`config.mk`:
```
export PLATFORM = sky130hd
export DESIGN_NAME = mux2to1_32bits
export DESIGN_NICKNAME = d
export VERILOG_FILES = /design/src/rtl/mux2to1_32bits.sv
export SDC_FILE = /design/constraint.sdc
export NUM_CORES = 1
export LEC_CHECK = 0
export CORE_UTILIZATION = 24
export DETAILED_ROUTE_END_ITERATION = 6
export PLACE_DENSITY = 0.9
export RECOVER_POWER = 25
export REMOVE_ABC_BUFFERS = 1
export SYNTH_ARGS = -nofsm -noshare
export SYNTH_HDL_FRONTEND = slang
export SYNTH_SLANG_ARGS = --single-unit
```
`constraint.sdc`:
```
create_clock -name vclk -period 1.8
set_input_delay 0.27 -clock vclk [all_inputs]
set_output_delay 0.27 -clock vclk [all_outputs]
set_load 0.02 [all_outputs]
```
`src/rtl/mux2to1_32bits.sv`:
```
// 2:1 WIDTH-bit mux with X-propagating select and an optional output register.
// Define MUX2TO1_REG_OUT_EN to compile in the Out_q register; otherwise Out_q is 0.
module mux2to1_32bits #(
  parameter int WIDTH = 32
) (
  input  logic             clk,
  input  logic             rst_n,
  input  logic [WIDTH-1:0] A,
  input  logic [WIDTH-1:0] B,
  input  logic             Sel,
  output logic [WIDTH-1:0] Out,
  output logic [WIDTH-1:0] Out_q,
  output logic             sel_invalid
);

  // case matches exactly, so an X/Z select never merges equal inputs
  always_comb begin
    Out = 'x;
    case (Sel)
      1'b0:    Out = A;
      1'b1:    Out = B;
      default: Out = 'x;
    endcase
  end

`ifdef SYNTHESIS
  assign sel_invalid = 1'b0;
`else
  assign sel_invalid = $isunknown(Sel);
`endif

`ifdef MUX2TO1_REG_OUT_EN
  always_ff @(posedge clk) begin
    if (!rst_n) Out_q <= '0;
    else        Out_q <= Out;
  end
`else
  logic unused_clk_rst;
  assign unused_clk_rst = &{1'b0, clk, rst_n};
  assign Out_q = '0;
`endif

endmodule

```
==> flow_metrics.env <==
export IMPL_layout_nets=233
export IMPL_grt_first_pass_wirelength_um=2953
export IMPL_timing_fmax_mhz=563.6
export IMPL_area_growth_pct=106.3
export IMPL_rsz0062_at_grt="no"
export IMPL_synthesis_area_um2=795.8
export IMPL_dp_hpwl_um=2031
export IMPL_synthCells=70
export IMPL_drtAntennaViolNets=0
export IMPL_drt_iter0_markers=21
export IMPL_antenna_found_initial=0
export IMPL_end_kind="output port"
export IMPL_yosysWarnings=0
export IMPL_wl_um=2344
export IMPL_path_cells="clkdlybuf4s50_1, mux2_4, clkdlybuf4s50_1"
export IMPL_hold_class="in -> out"
export IMPL_ir_worst_vdd_mv=0.1217
export IMPL_period_share_pct=98.57
export IMPL_crit_top_cell="clkdlybuf4s50_1"
export IMPL_num_io_pins=132
export IMPL_hold_viol=0
export IMPL_fin_setup_tns_ns=0
export IMPL_slowest_stage="clkdlybuf4s50_1"
export IMPL_cap_violations=0
export IMPL_grt_start_max_net_pins=25
export IMPL_status="completed"
export IMPL_rows=20
export IMPL_drv_slew=0
export IMPL_cts_setup_buffers=0
export IMPL_via_count=766
export IMPL_core_region_area_mm2=0.003103
export IMPL_drtPass1Iterations=2
export IMPL_dp_cells=208
export IMPL_setup_viol=0
export IMPL_cts_resized=0
export IMPL_startpoint_type="input port"
export IMPL_synth_top_area_cell="mux2_4"
export IMPL_period_needed_ns=1.774
export IMPL_cp_max_fo=1
export IMPL_track_usage_pct=10.65
export IMPL_cp_data_required_time_ns=1.53
export IMPL_io_buffer_count=97
export IMPL_die_area_mm2=0.003550
export IMPL_fp_dieH_um=59.58
export IMPL_final_cells=208
export IMPL_synth_avg_cell_area_um2=11.37
export IMPL_start_util_pct=25.65
export IMPL_leakage_nw=0.7509
export IMPL_seq_cells=0
export IMPL_fp_dieW_um=59.58
export IMPL_regArea_um2=0
export IMPL_cts_hold_fix_buffers=0
export IMPL_ys_seq_area_share_pct=0
export IMPL_first_global_vias=665
export IMPL_power_density_mw_per_mm2=308.9
export IMPL_remaining_drc_errors=0
export IMPL_timing_critical_path_buf_inv=2
export IMPL_synth_top_area_share_pct=56.60
export IMPL_synth_area_leaders="mux2_4 (57%), buf_4 (31%), buf_12 (7.5%)"
export IMPL_layout_drive_gt1_share_pct=20.73
export IMPL_crit_family="buffers and inverters"
export IMPL_routedWlPerCell_um=11.27
export IMPL_vias_per_cell=3.683
export IMPL_globalRouteOverflowTotal=0
export IMPL_num_clock_buffers=0
export IMPL_critPathKind="in -> out"
export IMPL_cp_arrival_ns=1.50
export IMPL_num_antenna_cells=0
export IMPL_globalplace_congestion=0.6451
export IMPL_ys_types=6
export IMPL_max_stage_delay_ns=0.55
worst paths after layout:
kind	from	to	slack, ns	cells past startpoint
setup / recovery	A[22]	Out[22]	0.03	3
hold / removal	Sel	Out[29]	1.61	4
metrics by stage:
stage	total power, mW	worst slack (ns)	util, %	cell area [um^2]	hold slack, ns
after floorplan	0.2334	0.8951	-	596.8	0.6994
after global placement	0.5026	0.03957	53.02	1645	1.602
after detailed placement	0.5076	0.02098	53.02	1645	1.607
after CTS	0.5101	0.02351	53.02	1645	1.614
after global routing	0.5322	0.007060	52.90	1642	1.652
final	0.5071	0.02579	52.90	1642	1.607
worst min-delay path: cells and delay by family:
| kind | cells | cell delay (ns) |
|---|---|---|
| buf+inv | 3 | 0.90 |
| mux | 1 | 0.17 |
placed cells by master (no fill, tap or decap), drive strengths merged:
| master | synthesis | routed |
|---|---|---|
| clkdlybuf4s50 | 0 | 96 |
| conb | 1 | 33 |
| mux2 | 32 | 32 |
| buf | 37 | 2 |
| clkbuf | 0 | 1 |
area by class of cell:
type	instances	area [um^2]
multi-input combinational	65	593.1
tap	44	55.05
fill	288	1461
timing repair buffer	99	993.5
synthesized netlist by cell type:
cell type	number
conb_1	1
buf_12	3
mux2_4	30
mux2_2	2
buf_4	33
buf_6	1
where the power goes:
group	internal (mW)	switching, mW
combinational	0.298	0.209
clock	0	0
sequential	0	0
layer usage:
layer | up-vias | track usage [%] | share of wire, %
li1 | 359 | - | -
met1 | 329 | 10.26 | 33
met2 | 76 | 21.99 | 49
met3 | 2 | 3.712 | 17
met4 | 0 | 0.9967 | 0.85
met5 | - | 0 | 0
cell families (layout without fill, tap and decap cells):
| family | Yosys count | count (layout) | share of synthesized area, % |
|---|---|---|---|
| mux | 32 | 32 | 59.43 |
| other cells | 1 | 33 | 0.4712 |
| buf+inv | 37 | 99 | 40.09 |
(Power assumes the default switching activity.)
